<file path="config.mk">
export PLATFORM = sky130hd
export DESIGN_NAME = img_pxl_streamer
export DESIGN_NICKNAME = d
export VERILOG_FILES = /design/src/rtl/img_pxl_streamer.sv
export SDC_FILE = /design/constraint.sdc
export NUM_CORES = 1
export LEC_CHECK = 0
export CAP_MARGIN = 15
export CORE_MARGIN = 4
export CORE_UTILIZATION = 45
export DETAILED_ROUTE_END_ITERATION = 12
export HOLD_SLACK_MARGIN = 0.06
export PLACE_DENSITY = 0.71
export SYNTH_ARGS = -nofsm -noshare
export SYNTH_HDL_FRONTEND = slang
export SYNTH_SLANG_ARGS = --single-unit
export TNS_END_PERCENT = 30
</file>
<file path="constraint.sdc">
create_clock -name Clk -period 2.1 [get_ports Clk]
set_clock_uncertainty 0.15 [all_clocks]
set_input_delay 0.315 -clock Clk [delete_from_list [all_inputs] [get_ports Clk]]
set_output_delay 0.315 -clock Clk [all_outputs]
set_load 0.01 [all_outputs]
</file>
<file path="src/rtl/img_pxl_streamer.sv">
// Raster pixel feeder for the image resizer: tags raw pixels with X/Y and hands them on through a
// 2-entry registered skid buffer. Optional SOF checking is enabled by IMG_PXL_STREAMER_SOF_CHK_EN.
module img_pxl_streamer #(
  parameter int unsigned IMG_WIDTH_MAX_SIZE  = 1024,
  parameter int unsigned IMG_HEIGHT_MAX_SIZE = 1024,
  parameter int unsigned IMG_WIDTH_IDX_W     = $clog2(IMG_WIDTH_MAX_SIZE),
  parameter int unsigned IMG_HEIGHT_IDX_W    = $clog2(IMG_HEIGHT_MAX_SIZE),
  parameter int unsigned PXL_PRIM_COLOR_NUM  = 1,
  parameter int unsigned PXL_PRIM_COLOR_W    = 8
) (
  input  logic                                         Clk,
  input  logic                                         Reset,
  input  logic [IMG_WIDTH_IDX_W-1:0]                   CfgWidth,
  input  logic [IMG_HEIGHT_IDX_W-1:0]                  CfgHeight,
  input  logic                                         CfgVld,
  input  logic [PXL_PRIM_COLOR_NUM*PXL_PRIM_COLOR_W-1:0] InPxlDat,
  input  logic                                         InSof,
  input  logic                                         InVld,
  output logic                                         InRdy,
  output logic [IMG_WIDTH_IDX_W-1:0]                   ImgWidth,
  output logic [IMG_HEIGHT_IDX_W-1:0]                  ImgHeight,
  output logic [PXL_PRIM_COLOR_W-1:0]                  PxlData [PXL_PRIM_COLOR_NUM],
  output logic [IMG_WIDTH_IDX_W-1:0]                   PxlX,
  output logic [IMG_HEIGHT_IDX_W-1:0]                  PxlY,
  output logic                                         PxlVld,
  input  logic                                         PxlRdy,
  output logic                                         FrmDone,
  output logic                                         SofErr
);
  localparam int unsigned DatW = PXL_PRIM_COLOR_NUM * PXL_PRIM_COLOR_W;
  localparam int unsigned XW   = IMG_WIDTH_IDX_W;
  localparam int unsigned YW   = IMG_HEIGHT_IDX_W;
  localparam logic [XW-1:0] XOne = XW'(1);
  localparam logic [YW-1:0] YOne = YW'(1);

  typedef enum logic [1:0] {StIdle, StRun, StDrain} state_e;
  state_e state_q, state_d;

  logic [XW-1:0]   width_q, width_d, x_last_q, x_last_d, x_q, x_d, eff_x;
  logic [YW-1:0]   height_q, height_d, y_last_q, y_last_d, y_q, y_d, eff_y;
  logic [DatW-1:0] buf_dat_q [2];
  logic [DatW-1:0] buf_dat_d [2];
  logic [XW-1:0]   buf_x_q [2];
  logic [XW-1:0]   buf_x_d [2];
  logic [YW-1:0]   buf_y_q [2];
  logic [YW-1:0]   buf_y_d [2];
  logic [1:0]      buf_last_q, buf_last_d, cnt_q, cnt_d;
  logic            wr_ptr_q, wr_ptr_d, rd_ptr_q, rd_ptr_d;
  logic            frm_done_q, frm_done_d;
  logic            accept, push, pop, pxl_last;

  assign accept   = (state_q == StRun) && InVld && (cnt_q != 2'd2);
  assign pop      = (cnt_q != 2'd0) && PxlRdy;
  assign pxl_last = (eff_x == x_last_q) && (eff_y == y_last_q);

`ifdef IMG_PXL_STREAMER_SOF_CHK_EN
  logic at_origin, sof_err_q, sof_err_d, disc_q, disc_d;
  assign at_origin = (x_q == '0) && (y_q == '0);

  // disc_q remembers that a run of pre-SOF pixels is already being dropped, so SofErr fires once.
  always_comb begin
    push      = accept;
    eff_x     = x_q;
    eff_y     = y_q;
    sof_err_d = 1'b0;
    disc_d    = (state_q == StIdle) ? 1'b0 : disc_q;
    if (accept) begin
      if (at_origin && !InSof) begin
        push      = 1'b0;
        sof_err_d = !disc_q;
        disc_d    = 1'b1;
      end else begin
        disc_d = 1'b0;
        if (InSof && !at_origin) begin
          sof_err_d = 1'b1;
          eff_x     = '0;
          eff_y     = '0;
        end
      end
    end
  end

  always_ff @(posedge Clk or negedge Reset) begin
    if (!Reset) begin
      sof_err_q <= 1'b0;
      disc_q    <= 1'b0;
    end else begin
      sof_err_q <= sof_err_d;
      disc_q    <= disc_d;
    end
  end
  assign SofErr = sof_err_q;
`else
  logic unused_sof;
  assign unused_sof = InSof;
  assign push       = accept;
  assign eff_x      = x_q;
  assign eff_y      = y_q;
  assign SofErr     = 1'b0;
`endif

  always_ff @(posedge Clk or negedge Reset) begin
    if (!Reset) state_q <= StIdle;
    else        state_q <= state_d;
  end

  always_comb begin
    state_d  = state_q;
    width_d  = width_q;
    height_d = height_q;
    x_last_d = x_last_q;
    y_last_d = y_last_q;
    x_d      = x_q;
    y_d      = y_q;
    case (state_q)
      StIdle: begin
        if (CfgVld && (CfgWidth != '0) && (CfgHeight != '0)) begin
          width_d  = CfgWidth;
          height_d = CfgHeight;
          x_last_d = CfgWidth - XOne;
          y_last_d = CfgHeight - YOne;
          x_d      = '0;
          y_d      = '0;
          state_d  = StRun;
        end
      end
      StRun: begin
        if (push) begin
          if (pxl_last) begin
            x_d     = '0;
            y_d     = '0;
            state_d = StDrain;
          end else if (eff_x == x_last_q) begin
            x_d = '0;
            y_d = eff_y + YOne;
          end else begin
            x_d = eff_x + XOne;
            y_d = eff_y;
          end
        end
      end
      StDrain: begin
        if (pop && buf_last_q[rd_ptr_q]) state_d = StIdle;
      end
      default: state_d = StIdle;
    endcase
  end

  always_comb begin
    buf_dat_d  = buf_dat_q;
    buf_x_d    = buf_x_q;
    buf_y_d    = buf_y_q;
    buf_last_d = buf_last_q;
    wr_ptr_d   = wr_ptr_q;
    rd_ptr_d   = rd_ptr_q;
    cnt_d      = cnt_q;
    if (push) begin
      buf_dat_d[wr_ptr_q]  = InPxlDat;
      buf_x_d[wr_ptr_q]    = eff_x;
      buf_y_d[wr_ptr_q]    = eff_y;
      buf_last_d[wr_ptr_q] = pxl_last;
      wr_ptr_d             = !wr_ptr_q;
    end
    if (pop) rd_ptr_d = !rd_ptr_q;
    case ({push, pop})
      2'b10:   cnt_d = cnt_q + 2'd1;
      2'b01:   cnt_d = cnt_q - 2'd1;
      default: cnt_d = cnt_q;
    endcase
    frm_done_d = pop && buf_last_q[rd_ptr_q];
  end

  always_ff @(posedge Clk or negedge Reset) begin
    if (!Reset) begin
      width_q    <= '0;
      height_q   <= '0;
      x_last_q   <= '0;
      y_last_q   <= '0;
      x_q        <= '0;
      y_q        <= '0;
      for (int i = 0; i < 2; i++) begin
        buf_dat_q[i] <= '0;
        buf_x_q[i]   <= '0;
        buf_y_q[i]   <= '0;
      end
      buf_last_q <= '0;
      wr_ptr_q   <= 1'b0;
      rd_ptr_q   <= 1'b0;
      cnt_q      <= '0;
      frm_done_q <= 1'b0;
    end else begin
      width_q    <= width_d;
      height_q   <= height_d;
      x_last_q   <= x_last_d;
      y_last_q   <= y_last_d;
      x_q        <= x_d;
      y_q        <= y_d;
      buf_dat_q  <= buf_dat_d;
      buf_x_q    <= buf_x_d;
      buf_y_q    <= buf_y_d;
      buf_last_q <= buf_last_d;
      wr_ptr_q   <= wr_ptr_d;
      rd_ptr_q   <= rd_ptr_d;
      cnt_q      <= cnt_d;
      frm_done_q <= frm_done_d;
    end
  end

  always_comb begin
    InRdy  = (state_q == StRun) && (cnt_q != 2'd2);
    PxlVld = (cnt_q != 2'd0);
    PxlX   = buf_x_q[rd_ptr_q];
    PxlY   = buf_y_q[rd_ptr_q];
    for (int c = 0; c < int'(PXL_PRIM_COLOR_NUM); c++) begin
      PxlData[c] = buf_dat_q[rd_ptr_q][c*PXL_PRIM_COLOR_W +: PXL_PRIM_COLOR_W];
    end
  end

  assign ImgWidth  = width_q;
  assign ImgHeight = height_q;
  assign FrmDone   = frm_done_q;

endmodule

</file>
==> impl_metrics.yaml, run 1 <==
synth:
  synth-simple-area-share_pct: 15.3
  synth_common_cells: "nand2_1 (134), dfrtp_1 (125), mux2_2 (72)"
  syn_avg_cell_area_um2: 10.7
  synth_top_family_by_area: "simple AND/OR/NAND/NOR gates"
  synth-seq-cells: 125
  synth_cell_types: 42
  synth.top_cell.area_share_pct: 52.9
  synth_area_leader_cell: "dfrtp_1"
  synth-xor-area-share_pct: 5.78
  synth_nets: 594
  syn-cell-area_mm2: 0.00591
  synth_compound_area_share_pct: 8.13
  muxShareOfSynthArea_pct: 13.9
  yosysWarningCount: 0
  yosysSeqAreaShare_pct: 52.9
  synth.most_common_cell: "nand2_1"
  synthAdderAreaFrac_pct: 1.48
  ys.flop_type: "dfrtp_1"
  synth_edf_count: 0
  synthCells: 553
  ys_async_sr_fraction_pct: 100
  synth_top_cells_by_area: "dfrtp_1 (53%), mux2_2 (14%), nand2_1 (8.5%)"
floorplan:
  initial_utilization_pct: 46.4
  die_h_um: 123
  io_pins: 86
  rows: 41
  core_area_mm2: 0.0127
  die-area_mm2: 0.0150
  die_w_um: 123
place:
  hpwl_um: 9670
  placed_area_mm2: 0.00738
  place_inst: 846
  io_buffers: 83
  dpl_worst_slack_ns: -0.448
  gp_congestion: 0.822
timing:
  setup_tns_ns: -0.00447
  finalSetupViolations: 1
  fin_ws_ns: -0.00447
  fin_crit_ns: 2.10
  tightest_slew_ns: 0.545
  finalHoldViolCount: 0
  max-slew-margin-rel_pct: 63.6
  finalCritPeriodShare_pct: 100
  fmax_mhz: 475
  grt_setup_unrepaired: "true"
  maxSlewViolCount: 0
route:
  via_count: 4518
  first_iter_violations: 180
  wl_met1_um: 6200
  avgRoutedWirePerCell_um: 15.8
  ant_nets: 0
  viasPerCell: 5.11
  drc: 0
  maxUsedRoutingLayer: "met4"
  met2_length_um: 6950
  wl_met3_um: 662
  drt-total-wl_um: 14000
  drtPass1Iterations: 4
global_route:
  first_global_vias: 4898
  grt_usage_pct: 20.1
  grt_max_degree: 59
  grt_antenna_before_repair: 0
  grt_pass1_wl_um: 23300
  grt-ovfl-total: 0
status:
  violations: "negative setup slack"
  outcome: "finished with violations"
worst_setup_path:
  critPathKind: "flip-flop to flip-flop"
  setup.worst_path.end_class: "flip-flop"
  cp.arrival_ns: 2.24
  worstPathMaxFanout: 8
  required_ns: 2.24
  crit_path_start_kind: "flip-flop"
  r2r_cells: 7
finish:
  layout.nets: 741
  syn_to_final_growth_pct: 36.9
  diodes: 0
  drive_gt1_share_pct: 31.3
  finish.instance_area_mm2: 0.00809
  final_cells: 885
  n_fill_cell: 1054
pwr:
  p_per_area_mw_per_mm2: 1270
  p_comb_share_pct: 37.9
  netSwitchingPower_mw: 3.32
  power_frac_seq_pct: 35.6
  leakage_nw: 3.77
  power_mw: 10.3
  peakVddDrop_v: 0.000637
  p_int_mw: 6.99
  clock_power_share_pct: 26.6
  switching_share_pct: 32.2
clock_tree:
  cts_made_buffers: 17
  clkLatencyLatePin_ns: 0.41
  clock-root-buffer: "clkbuf_16"
  htreeDepth: 4
  cts_tree: "built"
  clock-sinks: 125
  cts_buffer_depth: 2
  clkSlewWorstSetupHoldPaths_ns: 0.06
hold_path:
  holdCritPathClass: "primary input to asynchronous set/reset pin"
flow_run:
  drv_cap: 0
routing by layer:
metal  up-vias  global-route usage (%)
met5         -                       0
met4         0                    7.00
met3        14                    6.04
met2       106                    33.3
met1      2211                    25.1
li1       2187                       -
worst max-delay path: stages, from the launching register on:
cell and delay, ns:
dfrtp_1 0.40, xor2_1 0.16, nor4_2 0.31, nand4_2 0.13
buf_6 0.16, or3_4 0.41, nand3_4 0.15, o221ai_2 0.10
logic make-up (layout without fill, tap and decap cells):
family                   after synthesis  in the layout
AO/OA/AOI/OAI                         70             70
XOR/XNOR                              39             39
adder cells (fa/ha/maj)                7              7
buffers and inverters                 35            195
flip-flops                           125            125
multiplexers                          73             73
other                                  1              1
AND/OR/NAND/NOR                      203            203
worst paths after layout:
kind,from,end,slack (ns)
setup / recovery,eff_x[7],eff_y[2],-0.004
hold / removal,Reset,buf_x_q[7],0.31
setup reg to reg,eff_x[7],eff_y[2],-0.004
hold reg to reg,buf_y_q[10],buf_y_q[10],0.32
max in group asynchronous,Reset,buf_y_q[8],1.10
min in group Clk,InPxlDat[4],buf_dat_q[12],0.31
cells in the final DEF (no fill, tap or decap), types with 5 or more instances in the layout:
cell type	n
nor2b_1	11
buf_2	6
buf_4	60
buf_12	5
nor2_1	13
nand3_1	10
mux2_2	72
and3_1	7
clkbuf_16	17
xnor2_1	20
a22o_1	8
xor2_1	19
buf_6	21
nor3_1	7
nand2_1	132
inv_1	7
dfrtp_1	124
o21ai_0	37
o31ai_1	6
clkdlybuf4s50_1	52
ha_1	7
registers in the layout, summed over array words and instances (netlist names):
signal,count
buf_last_q,2
state_q,2
ImgHeight,10
rd_ptr_q,1
buf_y_q,20
buf_x_q,20
FrmDone,1
ImgWidth,10
wr_ptr_q,1
x_last_q,10
y_last_q,10
cnt_q,2
eff_y,10
buf_dat_q,16
eff_x,10
power groups by stage:
stage / Sequential [mW] / Combinational, mW / Clock (mW)
2_1_floorplan: 3.63 / 1.97 / 0
3_3_place_gp: 3.63 / 3.64 / 0
3_5_place_dp: 3.68 / 3.73 / 0
4_1_cts: 3.67 / 3.69 / 2.80
5_1_grt: 3.77 / 4.26 / 2.92
6_report: 3.67 / 3.90 / 2.74
layout make-up:
| type | instances | area, um2 | share of cell area [%] |
|---|---|---|---|
| repair buffers | 156 | 1460 | 18.1 |
| clock inverters | 9 | 87.6 | 1.08 |
| well taps | 172 | 215 | 2.66 |
| flip-flops and latches | 125 | 3130 | 38.7 |
| multi-input cells | 393 | 2700 | 33.4 |
| inverters | 7 | 26.3 | 0.325 |
| clock buffers | 23 | 468 | 5.79 |
repair_timing:
action	4_1_cts	5_1_grt
hold buffers	1	0
cloned	2	1
endpoints found under the setup margin	53	96
resized for setup	113	35
buffers inserted	1	2
endpoints found under the hold margin	125	0
pin swaps	3	6
metrics by stage:
step,hold WS (ns),util (%)
6_report,0.314,63.6
5_1_grt,0.305,63.6
4_1_cts,0.293,62.3
3_5_place_dp,0.207,58.0
3_3_place_gp,0.201,58.0
2_1_floorplan,-0.131,-
(Power assumes the default switching activity.)
==> run 2, diff against run 1 <==
Settings changed: DONT_BUFFER_PORTS set to 1, PLACE_DENSITY 0.71 to unset, SKIP_CTS_REPAIR_TIMING set to 1.
==> impl_metrics.yaml, run 2 (synthesized netlist as in run 1, its figures left out) <==
finish:
  mostFrequentLayoutCells: "nand2_1 (134), dfrtp_1 (125), mux2_2 (72)"
  final_common_cell: "nand2_1"
  fin_util_pct: 57.4
  layout.nets: 654
  drive_gt1_share_pct: 25.2
  largestRegisters: "buf_x_q x20, buf_y_q x20, buf_dat_q x16"
  finish.instance_area_mm2: 0.00730
  diodes: 0
  syn_to_final_growth_pct: 23.6
status:
  violations: "negative hold slack"
  outcome: "finished with violations"
clock_tree:
  cts_made_buffers: 17
  clkSlewWorstSetupHoldPaths_ns: 0.06
  clkLatencyLatePin_ns: 0.42
  cts_tree: "built"
  clock-sinks: 125
  htreeDepth: 4
  cts_buffer_depth: 2
  clock-root-buffer: "clkbuf_16"
pwr:
  p_per_area_mw_per_mm2: 1330
  peakVddDrop_v: 0.000576
  power_mw: 9.68
  leakage_nw: 3.39
timing:
  fin_crit_ns: 2.08
  finalHoldViolCount: 125
  grt_setup_unrepaired: "true"
  finalCritPeriodShare_pct: 99.3
  fin_ws_ns: 0.0152
  finalSetupViolations: 0
  maxSlewViolCount: 0
  whs_ns: -0.558
  fmax_mhz: 480
floorplan:
  die_w_um: 123
  io_pins: 86
  die-area_mm2: 0.0150
  rows: 41
  die_h_um: 123
  core_area_mm2: 0.0127
  initial_utilization_pct: 46.4
worst_setup_path:
  max_stage_delay_ns: 0.40
  crit_chain: "xor2_1 > nor4_2 > nand4_2 > buf_6 > or3_4 > nand3_4 > o221ai_2"
  reg2reg_slack_ns: 0.02
  setup.worst_path.end_class: "flip-flop"
  r2r_cells: 7
  critPathKind: "flip-flop to flip-flop"
  crit_slowest_cell: "or3_4"
  worstPathMaxFanout: 8
  rr_startpoint: "x_last_q[1]"
  cp.arrival_ns: 2.23
  timing.rr.end: "eff_y[2]"
  crit_path_start_kind: "flip-flop"
  required_ns: 2.24
route:
  avgRoutedWirePerCell_um: 15.9
  first_iter_violations: 149
  drt-total-wl_um: 12700
  ant_nets: 0
  viasPerCell: 5.11
  drc: 0
  via_count: 4076
  drtPass1Iterations: 4
global_route:
  met3_usage_pct: 6.87
  grt-ovfl-total: 0
  grt_max_degree: 126
  first_global_vias: 4071
  busiest_layer: "met2"
  grt_usage_pct: 17.3
  grt_antenna_before_repair: 0
  grtUsageMet2_pct: 25.3
  met1_usage_pct: 22.8
  grt_pass1_wl_um: 20100
place:
  gp_congestion: 0.791
  hpwl_um: 8250
  dpl_worst_slack_ns: -0.0718
  placed_area_mm2: 0.00630
  io_buffers: 0
flow_run:
  drv_cap: 0
hold_path:
  holdCritPathClass: "primary input to asynchronous set/reset pin"
-- run 2: cell types whose count changed in the layout (fill, tap and decap cells not counted), moves of 3 or more --
cell             change
buf_12               -5
buf_2                -6
buf_4               -22
buf_6               -19
bufinv_16            +5
clkbuf_2             -4
clkdlybuf4s50_1     -52
clkinvlp_4           -3
dlygate4sd3_1       +28
-- run 2: stage by stage --
stage	TNS, ns	instances
after global routing	-0.914	798
final	0	798
after floorplan	0	553
after CTS	-0.668	768
after detailed placement	-0.589	736
after global placement	-0.566	736
-- run 2: worst max-delay path by stage --
stage / from / to / slack [ns] / cells after the start
4_1_cts: eff_x[7] / eff_y[2] / -0.08 / 7
3_5_place_dp: eff_x[7] / eff_y[2] / -0.07 / 7
3_3_place_gp: eff_x[3] / eff_y[2] / -0.07 / 7
5_1_grt: x_last_q[1] / eff_y[2] / -0.08 / 7
6_report: x_last_q[1] / eff_y[2] / 0.02 / 7
2_1_floorplan: eff_x[3] / eff_y[2] / 0.01 / 6
-- run 2: cell type report --
cell class	instances	area, um2
Multi-Input combinational cell	393	2660
Clock inverter	10	210
Clock buffer	22	464
Inverter	7	26.3
Sequential cell	125	3130
Fill cell	1121	5420
Timing Repair Buffer	69	598
Tap cell	172	215
-- run 2: critical path, delay by kind of cell (launching register included) --
family	cells	cell delay [ns]
AND/OR/NAND/NOR	4	0.97
buffers and inverters	1	0.16
flip-flops	1	0.39
XOR/XNOR	1	0.18
AO/OA/AOI/OAI	1	0.10
-- run 2: metal layers --
metal | vias up | part of all wire [%]
li1 | 2008 | -
met1 | 1943 | 45
met5 | - | 0
met2 | 110 | 45
met4 | 0 | 1.6
met3 | 15 | 8.1
-- run 2: power breakdown --
part | switching (mW) | total (mW) | internal (mW)
clock | 1.03 | 3.32 | 2.29
sequential | 0.560 | 3.72 | 3.16
combinational | 1.37 | 2.63 | 1.26
